`config.mk`:
```
export PLATFORM = sky130hd
export DESIGN_NAME = input_cdc_tx
export DESIGN_NICKNAME = d
export VERILOG_FILES = /design/src/rtl/vend_cdc_pkg.sv /design/src/rtl/pulse_tx_chan.sv /design/src/rtl/input_cdc_tx.sv
export SDC_FILE = /design/constraint.sdc
export NUM_CORES = 1
export LEC_CHECK = 0
export CAP_MARGIN = 0
export CORE_MARGIN = 2
export CORE_UTILIZATION = 51
export DETAILED_ROUTE_END_ITERATION = 6
export GPL_TIMING_DRIVEN = 0
export PLACE_DENSITY = 0.75
export SLEW_MARGIN = 20
export SYNTH_ARGS = -nofsm -noshare
export SYNTH_HDL_FRONTEND = slang
export SYNTH_SLANG_ARGS = --single-unit
```
`constraint.sdc`:
```
create_clock -name clk_in -period 1.6 [get_ports clk_in]
set_input_delay 0.16 -clock clk_in [delete_from_list [all_inputs] [get_ports clk_in]]
set_output_delay 0.16 -clock clk_in [all_outputs]
set_load 0.005 [all_outputs]
```
`src/rtl/vend_cdc_pkg.sv`:
```
// Shared definitions for the input-block to vending-FSM event links:
// channel state encoding, payload widths and default pulse timing.
package vend_cdc_pkg;

  typedef enum logic [1:0] {
    IDLE  = 2'd0,
    SETUP = 2'd1,
    HIGH  = 2'd2,
    LOW   = 2'd3
  } chan_state_e;

  localparam int unsigned CURRENCY_W       = 8;
  localparam int unsigned ITEM_W           = 10;

  localparam int unsigned DEF_HIGH_CYCLES  = 4;
  localparam int unsigned DEF_LOW_CYCLES   = 4;
  localparam int unsigned DEF_FIFO_DEPTH   = 4;

endpackage

```
`src/rtl/pulse_tx_chan.sv`:
```
// One event channel: push FIFO feeding a level-stretched valid/data
// transmitter whose outputs come straight from flops for safe CDC sampling.
module pulse_tx_chan
  import vend_cdc_pkg::*;
#(
  parameter int unsigned DW          = 8,
  parameter int unsigned DEPTH       = DEF_FIFO_DEPTH,
  parameter int unsigned HIGH_CYCLES = DEF_HIGH_CYCLES,
  parameter int unsigned LOW_CYCLES  = DEF_LOW_CYCLES
) (
  input  logic          clk,
  input  logic          rstn,
  input  logic          push_valid,
  input  logic [DW-1:0] push_data,
  output logic          push_ready,
  input  logic          overflow_clr,
  output logic          overflow,
  output logic          valid_async,
  output logic [DW-1:0] data_async,
  output logic          busy
);

  localparam int unsigned AW   = $clog2(DEPTH);
  localparam int unsigned CMAX = (HIGH_CYCLES > LOW_CYCLES) ? HIGH_CYCLES : LOW_CYCLES;
  localparam int unsigned CW   = (CMAX > 1) ? $clog2(CMAX) : 1;

  logic [DW-1:0] mem [DEPTH];
  logic [AW:0]   wr_ptr;
  logic [AW:0]   rd_ptr;
  logic          ready_en;
  logic          full;
  logic          empty;
  logic          push_ok;
  chan_state_e   state;
  logic [CW-1:0] cnt;

  assign empty = (wr_ptr == rd_ptr);
  assign full  = (wr_ptr[AW] != rd_ptr[AW]) && (wr_ptr[AW-1:0] == rd_ptr[AW-1:0]);

  // ready_en holds ready low through reset and releases it one edge later
  assign push_ready = ready_en && !full;
  assign push_ok    = push_valid && push_ready;
  assign busy       = (state != IDLE) || !empty;

  always_ff @(posedge clk or negedge rstn) begin
    if (!rstn) begin
      wr_ptr   <= '0;
      ready_en <= 1'b0;
      overflow <= 1'b0;
    end else begin
      ready_en <= 1'b1;
      if (push_ok)
        wr_ptr <= wr_ptr + (AW+1)'(1);
      if (overflow_clr)
        overflow <= 1'b0;
      else if (push_valid && !push_ready)
        overflow <= 1'b1;
    end
  end

  always_ff @(posedge clk) begin
    if (push_ok)
      mem[wr_ptr[AW-1:0]] <= push_data;
  end

  always_ff @(posedge clk or negedge rstn) begin
    if (!rstn) begin
      state       <= IDLE;
      cnt         <= '0;
      valid_async <= 1'b0;
      data_async  <= '0;
      rd_ptr      <= '0;
    end else begin
      unique case (state)
        IDLE: begin
          if (!empty) begin
            data_async <= mem[rd_ptr[AW-1:0]];
            rd_ptr     <= rd_ptr + (AW+1)'(1);
            state      <= SETUP;
          end
        end
        SETUP: begin
          valid_async <= 1'b1;
          cnt         <= CW'(HIGH_CYCLES - 1);
          state       <= HIGH;
        end
        HIGH: begin
          if (cnt == '0) begin
            valid_async <= 1'b0;
            cnt         <= CW'(LOW_CYCLES - 1);
            state       <= LOW;
          end else begin
            cnt <= cnt - CW'(1);
          end
        end
        LOW: begin
          if (cnt == '0)
            state <= IDLE;
          else
            cnt <= cnt - CW'(1);
        end
        default: state <= IDLE;
      endcase
    end
  end

endmodule

```
`src/rtl/input_cdc_tx.sv`:
```
// Input-block transmitter for the currency and item-select event links
// into the vending FSM clock domain; two independent pulse channels.
module input_cdc_tx
  import vend_cdc_pkg::*;
#(
  parameter int unsigned HIGH_CYCLES = DEF_HIGH_CYCLES,
  parameter int unsigned LOW_CYCLES  = DEF_LOW_CYCLES,
  parameter int unsigned FIFO_DEPTH  = DEF_FIFO_DEPTH
) (
  input  logic                  clk_in,
  input  logic                  rstn,
  input  logic                  currency_valid,
  input  logic [CURRENCY_W-1:0] currency_value,
  output logic                  currency_ready,
  input  logic                  item_select_valid,
  input  logic [ITEM_W-1:0]     item_select,
  output logic                  item_select_ready,
  output logic                  currency_valid_async,
  output logic [CURRENCY_W-1:0] currency_value_async,
  output logic                  item_select_valid_async,
  output logic [ITEM_W-1:0]     item_select_async,
  input  logic                  overflow_clr,
  output logic                  currency_overflow,
  output logic                  item_overflow,
  output logic                  busy
);

  logic currency_busy;
  logic item_busy;

  pulse_tx_chan #(
    .DW          (CURRENCY_W),
    .DEPTH       (FIFO_DEPTH),
    .HIGH_CYCLES (HIGH_CYCLES),
    .LOW_CYCLES  (LOW_CYCLES)
  ) u_currency (
    .clk          (clk_in),
    .rstn         (rstn),
    .push_valid   (currency_valid),
    .push_data    (currency_value),
    .push_ready   (currency_ready),
    .overflow_clr (overflow_clr),
    .overflow     (currency_overflow),
    .valid_async  (currency_valid_async),
    .data_async   (currency_value_async),
    .busy         (currency_busy)
  );

  pulse_tx_chan #(
    .DW          (ITEM_W),
    .DEPTH       (FIFO_DEPTH),
    .HIGH_CYCLES (HIGH_CYCLES),
    .LOW_CYCLES  (LOW_CYCLES)
  ) u_item (
    .clk          (clk_in),
    .rstn         (rstn),
    .push_valid   (item_select_valid),
    .push_data    (item_select),
    .push_ready   (item_select_ready),
    .overflow_clr (overflow_clr),
    .overflow     (item_overflow),
    .valid_async  (item_select_valid_async),
    .data_async   (item_select_async),
    .busy         (item_busy)
  );

  assign busy = currency_busy | item_busy;

endmodule
```
==> flow_metrics.env, run 1 <==
export IMPL_startpoint_type="flip-flop"
export IMPL_ys_ff_latch=115
export IMPL_criticalPathCategory="flip-flop to output port"
export IMPL_yosys_top_cells_area="edfxtp_1, dfrtp_1, mux4_2"
export IMPL_p_int_mw=10.6
export IMPL_period_needed_ps=2060
export IMPL_drv_slew=0
export IMPL_peakVddDrop_mv=1.05
export IMPL_crit_path_end_kind="output port"
export IMPL_crit_chain="xnor2_2 > nand3_1 > or4_1 > buf_2"
export IMPL_drc=0
export IMPL_grt_ovfl_total=0
export IMPL_p_per_area_mw_per_mm2=2200
export IMPL_n_antenna_cell=0
export IMPL_routed_via_density=5.25
export IMPL_leakagePower_nw=2.85
export IMPL_drive_gt1_frac=0.428
export IMPL_numPortBuffers=47
export IMPL_pwr_share_clk=0.247
export IMPL_avgSynthCellArea_sq_um=18.0
export IMPL_finalSetupViolCount=98
export IMPL_numCtsBuffers=17
export IMPL_finalSetupTns_ps=-11180
export IMPL_ant_nets=0
export IMPL_yosys_warnings=0
export IMPL_wirelength_mm=10.5
export IMPL_cts_root_buf="clkbuf_8"
export IMPL_synth_edf_count=72
export IMPL_grt_total_usage=0.208
export IMPL_hold_viol=0
export IMPL_cap_violations=0
export IMPL_cts_tree="done"
export IMPL_fillCellCount=530
export IMPL_path_clk_slew_ps=60
export IMPL_ys_flop_type="edfxtp_1"
export IMPL_slowest_delay_ps=480
export IMPL_finClkSkew_ps=5.84
export IMPL_seqPwrFrac=0.296
export IMPL_placed_area_sq_mm=0.00565
export IMPL_first_iter_violations=118
export IMPL_grt_pass1_vias=2955
export IMPL_h_tree_depth=4
export IMPL_fin_ws_ps=-460
export IMPL_core_area_sq_mm=0.00933
export IMPL_dr_pass1_iters=4
export IMPL_combPwrFrac=0.457
export IMPL_cp_arrival_ps=1900
export IMPL_fmax_ghz=0.485
export IMPL_hold_slack_ps=97.8
export IMPL_synth_nets=319
export IMPL_avgRoutedWirePerCell_um=19.5
export IMPL_synthCells=274
export IMPL_rsz0062_at_grt="yes"
export IMPL_min_period_over_period=1.29
export IMPL_hp_class="input port to asynchronous set/reset pin"
export IMPL_fp_dieH_um=102
export IMPL_path_max_fanout=3
export IMPL_initial_utilization=0.529
export IMPL_final_area_sq_mm=0.00700
export IMPL_synth_top_area_share=0.438
export IMPL_placementRows=35
export IMPL_area_growth_synth_to_final_pct=41.8
export IMPL_cts_path_max_buffers=2
export IMPL_yosysSeqAreaShare=0.656
export IMPL_violations="setup timing"
export IMPL_clock_latency_ps=520
export IMPL_antenna_found_initial=0
export IMPL_io_pins=48
export IMPL_status="finished, violations left"
export IMPL_grt_max_degree=30
export IMPL_fin_nets=441
export IMPL_grt_pass1_wl_mm=15.5
export IMPL_cp_required_ps=1440
export IMPL_hpwl_mm=5.25
export IMPL_cp_num_buf_inv=1
export IMPL_power_total_mw=15.4
export IMPL_ys_async_sr_fraction=0.374
export IMPL_die_area_sq_mm=0.0105
export IMPL_p_switching_mw=4.74
export IMPL_netlist_area_sq_mm=0.00494
export IMPL_synth_top_area_cell="edfxtp_1"
export IMPL_critPathTopFamily="simple AND/OR/NAND/NOR gates"
export IMPL_critPathSlowestCell="dfrtp_2"
export IMPL_switching_share=0.308
export IMPL_die_w_um=102
export IMPL_gp_congestion=0.766
export IMPL_num_vias=2823
export IMPL_synth_cell_types=35
export IMPL_cts_sinks=115
-- cells by family (layout without fill, tap and decap cells) --
family	Yosys count	in the layout	share of synthesized area
AOI/OAI and AO/OA	26	26	0.0431
DFF	115	115	0.656
other	1	1	0.000759
and+or+nand+nor	21	24	0.0213
buffers and inverters	29	161	0.0276
xor gates and xnor gates	16	16	0.0390
muxes	44	44	0.157
adders and majority gates	22	22	0.0557
-- sequential cells by signal (all words and copies together), names as in the netlist --
name and flops:
u_item.mem 40, u_currency.mem 32, u_item.data_async 10, u_currency.data_async 8, u_currency.rd_ptr 3, u_currency.wr_ptr 3
u_item.rd_ptr 3, u_item.wr_ptr 3, u_currency.cnt 2, u_currency.state 2, u_item.cnt 2, u_item.state 2
u_currency.overflow 1, u_currency.valid_async 1, u_item.overflow 1, u_item.ready_en 1, u_item.valid_async 1
-- cells in the final DEF (no fill, tap or decap), types with 3 or more instances in the layout --
master	count
dfrtp_2	12
buf_12	4
clkinv_1	4
inv_1	19
nand2_1	4
xnor2_1	4
buf_4	33
dfrtp_1	31
o22ai_1	4
mux4_1	3
mux4_2	15
and2_4	9
bufinv_16	4
ha_4	5
mux2_4	21
xor2_1	4
a31oi_4	3
buf_2	3
clkdlybuf4s50_1	35
clkbuf_16	17
dlymetal6s2s_1	8
ha_1	16
xnor2_4	4
nor2_1	6
a31oi_1	4
buf_6	18
inv_2	4
edfxtp_1	72
-- what timing repair did --
action                                 4_1_cts  5_1_grt
cloned                                       4        1
setup endpoints to repair                   98      113
endpoints found under the hold margin       43        0
hold buffers                                 1        0
pin swaps                                   22        8
resized for setup                           59       38
buffers inserted                            33       20
-- synthesized netlist by cell type (3+ instances only) --
master / instances
xnor2_1: 6
xor2_1: 6
edfxtp_1: 72
mux2_1: 5
ha_1: 22
inv_1: 23
dfrtp_1: 43
mux4_1: 3
nor2_1: 6
buf_6: 3
o22ai_1: 4
mux2_4: 18
a31oi_1: 6
mux4_2: 15
and2_1: 6
nand2_1: 4
-- power by group through the flow --
stage	clock, mW	sequential, mW	combinational [mW]
6_report	3.81	4.56	7.02
5_1_grt	4.00	4.63	7.50
4_1_cts	3.87	4.49	6.05
3_5_place_dp	0	4.54	4.60
3_3_place_gp	0	4.50	4.48
2_1_floorplan	0	4.45	3.35
-- routing by layer --
layer,wire [um],up-vias,global-route usage
met4,152,0,0.0728
met1,4110,1473,0.231
met5,0,-,0
met2,5840,57,0.372
li1,-,1277,-
met3,374,16,0.0698
-- final timing paths --
path / startpoint / endpoint / slack [ps] / cells after the start
min in group clk_in: item_select_valid / u_item.overflow / 270 / 3
worst min register to register: u_currency.cnt[0] / u_currency.cnt[0] / 480 / 1
max in group asynchronous: rstn / u_currency.wr_ptr[0] / 990 / 3
worst max-delay path: u_currency.wr_ptr[2] / busy / -460 / 4
worst min-delay path: rstn / u_item.cnt[0] / 100 / 2
worst max register to register: u_item.wr_ptr[1] / u_item.wr_ptr[1] / -170 / 7
-- cell type report --
class,count,area [sq um],area share
Sequential cell,115,3250,0.465
Multi-Input combinational cell,133,1840,0.263
Timing Repair Buffer,102,1010,0.144
Clock buffer,20,435,0.0622
Clock inverter,12,161,0.0231
Tap cell,129,161,0.0231
Inverter,23,86.3,0.0123
Buffer,4,51.3,0.00733
-- worst reg2reg max path, delay by kind of cell, from the launching register on --
family	cells	cell delay, ps
buf+inv	4	510
flops	1	440
mux	1	300
compound gates	1	230
xor+xnor	1	160
-- stage by stage --
stage           util  cells  setup slack, ps
6_report       0.751    538             -460
5_1_grt        0.751    538             -508
4_1_cts        0.720    521             -428
3_5_place_dp   0.605    451             -531
3_3_place_gp   0.604    450            -1100
2_1_floorplan      -    274             23.7
(Power assumes the default switching activity.)
==> run 2: changes to the inputs <==
--- a/config.mk
+++ b/config.mk
@@ -7,10 +7,12 @@
 export LEC_CHECK = 0
 export CAP_MARGIN = 0
 export CORE_MARGIN = 2
-export CORE_UTILIZATION = 51
+export CORE_UTILIZATION = 55
+export CTS_BUF_LIST = sky130_fd_sc_hd__clkbuf_8
 export DETAILED_ROUTE_END_ITERATION = 6
+export DONT_BUFFER_PORTS = 1
 export GPL_TIMING_DRIVEN = 0
-export PLACE_DENSITY = 0.75
+export PLACE_DENSITY = 0.73
 export SLEW_MARGIN = 20
 export SYNTH_ARGS = -nofsm -noshare
 export SYNTH_HDL_FRONTEND = slang
==> flow_metrics.env, run 2 (synthesis results as in run 1) <==
export IMPL_r2r_start="u_item.wr_ptr[1]"
export IMPL_area_growth_synth_to_final_pct=30.5
export IMPL_ant_nets=0
export IMPL_peakVddDrop_mv=1.05
export IMPL_p_int_mw=9.04
export IMPL_cap_violations=0
export IMPL_core_area_sq_mm=0.00872
export IMPL_seqPwrFrac=0.343
export IMPL_criticalPathCategory="flip-flop to output port"
export IMPL_grt_ovfl_total=0
export IMPL_p_per_area_mw_per_mm2=2080
export IMPL_hold_viol=0
export IMPL_path_clk_slew_ps=70
export IMPL_leakagePower_nw=2.57
export IMPL_die_w_um=98.8
export IMPL_io_pins=48
export IMPL_initial_utilization=0.566
export IMPL_fin_ws_ps=-224
export IMPL_startpoint_type="flip-flop"
export IMPL_path_max_fanout=3
export IMPL_first_iter_violations=127
export IMPL_period_needed_ps=1820
export IMPL_placementRows=34
export IMPL_finalSetupViolCount=88
export IMPL_largest_reg_flops=40
export IMPL_cts_tree="done"
export IMPL_cp_required_ps=1440
export IMPL_fp_dieH_um=98.8
export IMPL_r2r_slack_ps=-150
export IMPL_finalNonFillerCells=486
export IMPL_clock_latency_ps=410
export IMPL_finClkSkew_ps=8.68
export IMPL_hp_class="input port to flip-flop"
export IMPL_numPortBuffers=0
export IMPL_p_switching_mw=4.38
export IMPL_hpwl_mm=4.91
export IMPL_rsz0062_at_grt="yes"
export IMPL_routed_via_density=5.47
export IMPL_cp_startpoint="u_currency.rd_ptr[2]"
export IMPL_cp_arrival_ps=1660
export IMPL_status="finished, violations left"
export IMPL_final_cell_mix="edfxtp_1, dfrtp_1, buf_4"
export IMPL_r2r_end="u_item.mem[0][3]"
export IMPL_h_tree_depth=4
export IMPL_gp_congestion=0.725
export IMPL_min_period_over_period=1.14
export IMPL_relSlewSlack=0.629
export IMPL_r2r_worst_path_cells=6
export IMPL_numCtsBuffers=17
export IMPL_finalSetupTns_ps=-4900
export IMPL_grt_max_degree=44
export IMPL_avgRoutedWirePerCell_um=19.1
export IMPL_switching_share=0.326
export IMPL_cts_path_max_buffers=2
export IMPL_wirelength_mm=9.27
export IMPL_combPwrFrac=0.459
export IMPL_final_common_cell="edfxtp_1"
export IMPL_grt_pass1_wl_mm=14.7
export IMPL_fmax_ghz=0.548
export IMPL_fin_nets=410
export IMPL_antenna_found_initial=0
export IMPL_worst_pin_slew_ps=555
export IMPL_drv_slew=0
export IMPL_cts_root_buf="clkbuf_8"
export IMPL_num_vias=2658
export IMPL_grt_pass1_vias=2917
export IMPL_crit_path_end_kind="output port"
export IMPL_die_area_sq_mm=0.00975
export IMPL_n_antenna_cell=0
export IMPL_dp_cells=382
export IMPL_cts_sinks=115
export IMPL_endpoint="busy"
export IMPL_drive_gt1_frac=0.452
export IMPL_drc=0
export IMPL_grt_total_usage=0.202
export IMPL_pwr_share_clk=0.199
export IMPL_dr_pass1_iters=4
export IMPL_violations="setup timing"
[run 2: cell count changes in the layout (fill, tap and decap cells not counted), sizes merged, moves of 2 or more]
cell	delta
clkdlybuf4s50	-35
dlygate4sd3	+21
dlymetal6s2s	-8
buf	-7
clkbuf	-4
clkinvlp	+2
inv	+2
[run 2: layer usage]
layer,track usage,up-vias,routed length (um)
li1,-,1221,-
met1,0.238,1374,3710
met2,0.356,51,5080
met3,0.0525,12,335
met4,0.0769,0,148
met5,0,-,0
[run 2: layout make-up]
cell class              instances  area (sq um)
plain buffers                   4          47.5
clock buffers                  17           234
clock inverters                15           169
fillers                       504          2280
inverters                      23          86.3
multi-input cells             133          1830
flip-flops and latches        115          3250
well taps                     108           135
repair buffers                 71           697
[run 2: repair_timing]
action | 4_1_cts | 5_1_grt
pin swaps | 15 | 14
hold buffers | 23 | 0
cloned | 4 | 1
gates resized for setup | 61 | 22
endpoints found under the setup margin | 98 | 95
setup buffers | 31 | 20
hold endpoints to repair | 117 | 0
[run 2: power by group through the flow]
| stage | clock network [mW] | logic [mW] | registers (mW) |
|---|---|---|---|
| 6_report | 2.67 | 6.16 | 4.60 |
| 4_1_cts | 2.72 | 5.62 | 4.54 |
| 2_1_floorplan | 0 | 3.35 | 4.45 |
| 3_5_place_dp | 0 | 3.91 | 4.61 |
| 3_3_place_gp | 0 | 3.81 | 4.57 |
| 5_1_grt | 2.84 | 6.61 | 4.69 |
[run 2: worst min path at each step]
stage / startpoint / to / slack (ps) / cells past startpoint
after floorplan: rstn / u_currency.cnt[0] / -140 / 0
after global placement: rstn / u_currency.valid_async / -130 / 0
after detailed placement: rstn / u_currency.valid_async / -130 / 0
after CTS: currency_valid / u_currency.wr_ptr[0] / 220 / 4
after global routing: rstn / u_currency.data_async[0] / 260 / 2
final: currency_valid / u_currency.wr_ptr[0] / 240 / 4
[run 2: worst max-delay path, stage by stage (launching register included)]
cell     delay (ps)
dfrtp_2         440
xnor2_2         220
nand3_2          90
or4_4           500
[run 2: through the flow]
stage	utilization	setup slack (ps)	hold slack, ps	area [sq um]	power (mW)
final	0.739	-224	241	6440	13.4
after global routing	0.739	-283	264	6440	14.1
after CTS	0.722	-263	224	6300	12.9
after detailed placement	0.589	-264	-134	5130	8.52
after global placement	0.589	-243	-134	5130	8.39
after floorplan	-	23.7	-136	5000	7.80
==> run 3: changes to the inputs <==
--- a/config.mk
+++ b/config.mk
@@ -13,6 +13,7 @@
 export DONT_BUFFER_PORTS = 1
 export GPL_TIMING_DRIVEN = 0
 export PLACE_DENSITY = 0.73
+export REMOVE_ABC_BUFFERS = 1
 export SLEW_MARGIN = 20
 export SYNTH_ARGS = -nofsm -noshare
 export SYNTH_HDL_FRONTEND = slang
==> flow_metrics.env, run 3 (synthesis results as in run 1) <==
export IMPL_status="finished, violations left"
export IMPL_violations="setup timing"
export IMPL_clock_latency_ps=420
export IMPL_wirelength_mm=9.05
export IMPL_ant_nets=0
export IMPL_hp_class="input port to asynchronous set/reset pin"
export IMPL_pre_cts_ws_ps=-1040
export IMPL_placed_area_sq_mm=0.00502
export IMPL_fin_ws_ps=-326
export IMPL_final_common_cell="edfxtp_1"
export IMPL_pwr_share_clk=0.193
export IMPL_seqPwrFrac=0.366
export IMPL_fp_dieH_um=98.8
export IMPL_path_max_fanout=3
export IMPL_io_pins=48
export IMPL_area_growth_synth_to_final_pct=26.9
export IMPL_switching_share=0.337
export IMPL_grt_ovfl_total=0
export IMPL_cp_arrival_ps=1770
export IMPL_hpwl_mm=4.70
export IMPL_path_clk_slew_ps=70
export IMPL_antenna_found_initial=0
export IMPL_numPortBuffers=0
export IMPL_finalSetupTns_ps=-11240
export IMPL_criticalPathCategory="flip-flop to output port"
export IMPL_numCtsBuffers=17
export IMPL_grt_total_usage=0.194
export IMPL_dp_cells=376
export IMPL_p_int_mw=8.47
export IMPL_cts_sinks=115
export IMPL_drive_gt1_frac=0.417
export IMPL_utilization=0.718
export IMPL_p_per_area_mw_per_mm2=2040
export IMPL_hold_viol=0
export IMPL_die_w_um=98.8
export IMPL_placementRows=34
export IMPL_initial_utilization=0.566
export IMPL_cap_violations=0
export IMPL_crit_path_end_kind="output port"
export IMPL_cp_num_buf_inv=0
export IMPL_avgRoutedWirePerCell_um=19.0
export IMPL_finalSetupViolCount=91
export IMPL_power_total_mw=12.8
export IMPL_finalNonFillerCells=477
export IMPL_crit_chain="xnor2_2 > nand3_1 > or4_4"
export IMPL_n_antenna_cell=0
export IMPL_grt_pass1_vias=2699
export IMPL_combPwrFrac=0.441
export IMPL_rsz0062_at_grt="yes"
export IMPL_startpoint_type="flip-flop"
export IMPL_final_cell_mix="edfxtp_1, dfrtp_1, buf_4"
export IMPL_peakVddDrop_mv=0.992
export IMPL_finClkSkew_ps=13.3
export IMPL_die_area_sq_mm=0.00975
export IMPL_cts_root_buf="clkbuf_8"
export IMPL_cp_required_ps=1440
export IMPL_cts_path_max_buffers=2
export IMPL_core_area_sq_mm=0.00872
export IMPL_routed_via_density=5.46
export IMPL_dr_pass1_iters=4
export IMPL_period_needed_ps=1930
export IMPL_fin_nets=401
export IMPL_largest_reg_flops=40
export IMPL_critPathSlowestCell="or4_4"
export IMPL_final_area_sq_mm=0.00626
export IMPL_p_switching_mw=4.30
export IMPL_h_tree_depth=4
export IMPL_critPathTopFamily="simple AND/OR/NAND/NOR gates"
export IMPL_leakagePower_nw=2.49
export IMPL_gp_congestion=0.697
export IMPL_grt_pass1_wl_mm=14.0
export IMPL_drc=0
export IMPL_grt_max_degree=44
export IMPL_slowest_delay_ps=500
export IMPL_num_vias=2603
export IMPL_cts_tree="done"
export IMPL_hold_slack_ps=253
export IMPL_first_iter_violations=110
export IMPL_min_period_over_period=1.20
export IMPL_fmax_ghz=0.519
export IMPL_drv_slew=0
-- run 3: power by group through the flow --
stage               combinational [mW]  clock, mW  sequential, mW
finish                            5.63       2.47            4.67
global route                      6.08       2.66            4.75
CTS                               4.73       2.51            4.63
detailed placement                3.35          0            4.85
global placement                  3.23          0            4.81
floorplan                         2.87          0            4.60
-- run 3: cell type report --
type / count / area [sq um]
Clock inverter: 13 / 110
Timing Repair Buffer: 66 / 641
Multi-Input combinational cell: 133 / 1770
Sequential cell: 115 / 3260
Clock buffer: 19 / 262
Fill cell: 515 / 2460
Tap cell: 108 / 135
Inverter: 23 / 86.3
-- run 3: metal layers --
layer	track usage	share of wire
met5	0	0
met4	0.0864	0.012
met3	0.0560	0.063
met2	0.298	0.51
met1	0.260	0.41
-- run 3: timing repair --
action,in CTS,in global routing
setup buffers,23,21
endpoints found under the hold margin,117,0
cloned,3,0
pin swaps,12,11
gates resized for setup,48,21
hold buffers,23,0
setup endpoints to repair,110,106
-- run 3: worst paths after layout --
kind / start / endpoint / slack, ps / depth (start not counted)
worst max-delay path: u_currency.wr_ptr[2] / busy / -330 / 3
min in group clk_in: currency_valid / u_currency.wr_ptr[1] / 260 / 3
worst min-delay path: rstn / u_item.data_async[7] / 250 / 2
max in group asynchronous: rstn / u_currency.rd_ptr[0] / 1100 / 2
worst min register to register: u_currency.cnt[0] / u_currency.cnt[0] / 490 / 1
worst max register to register: u_currency.state[1] / u_currency.state[1] / -230 / 5
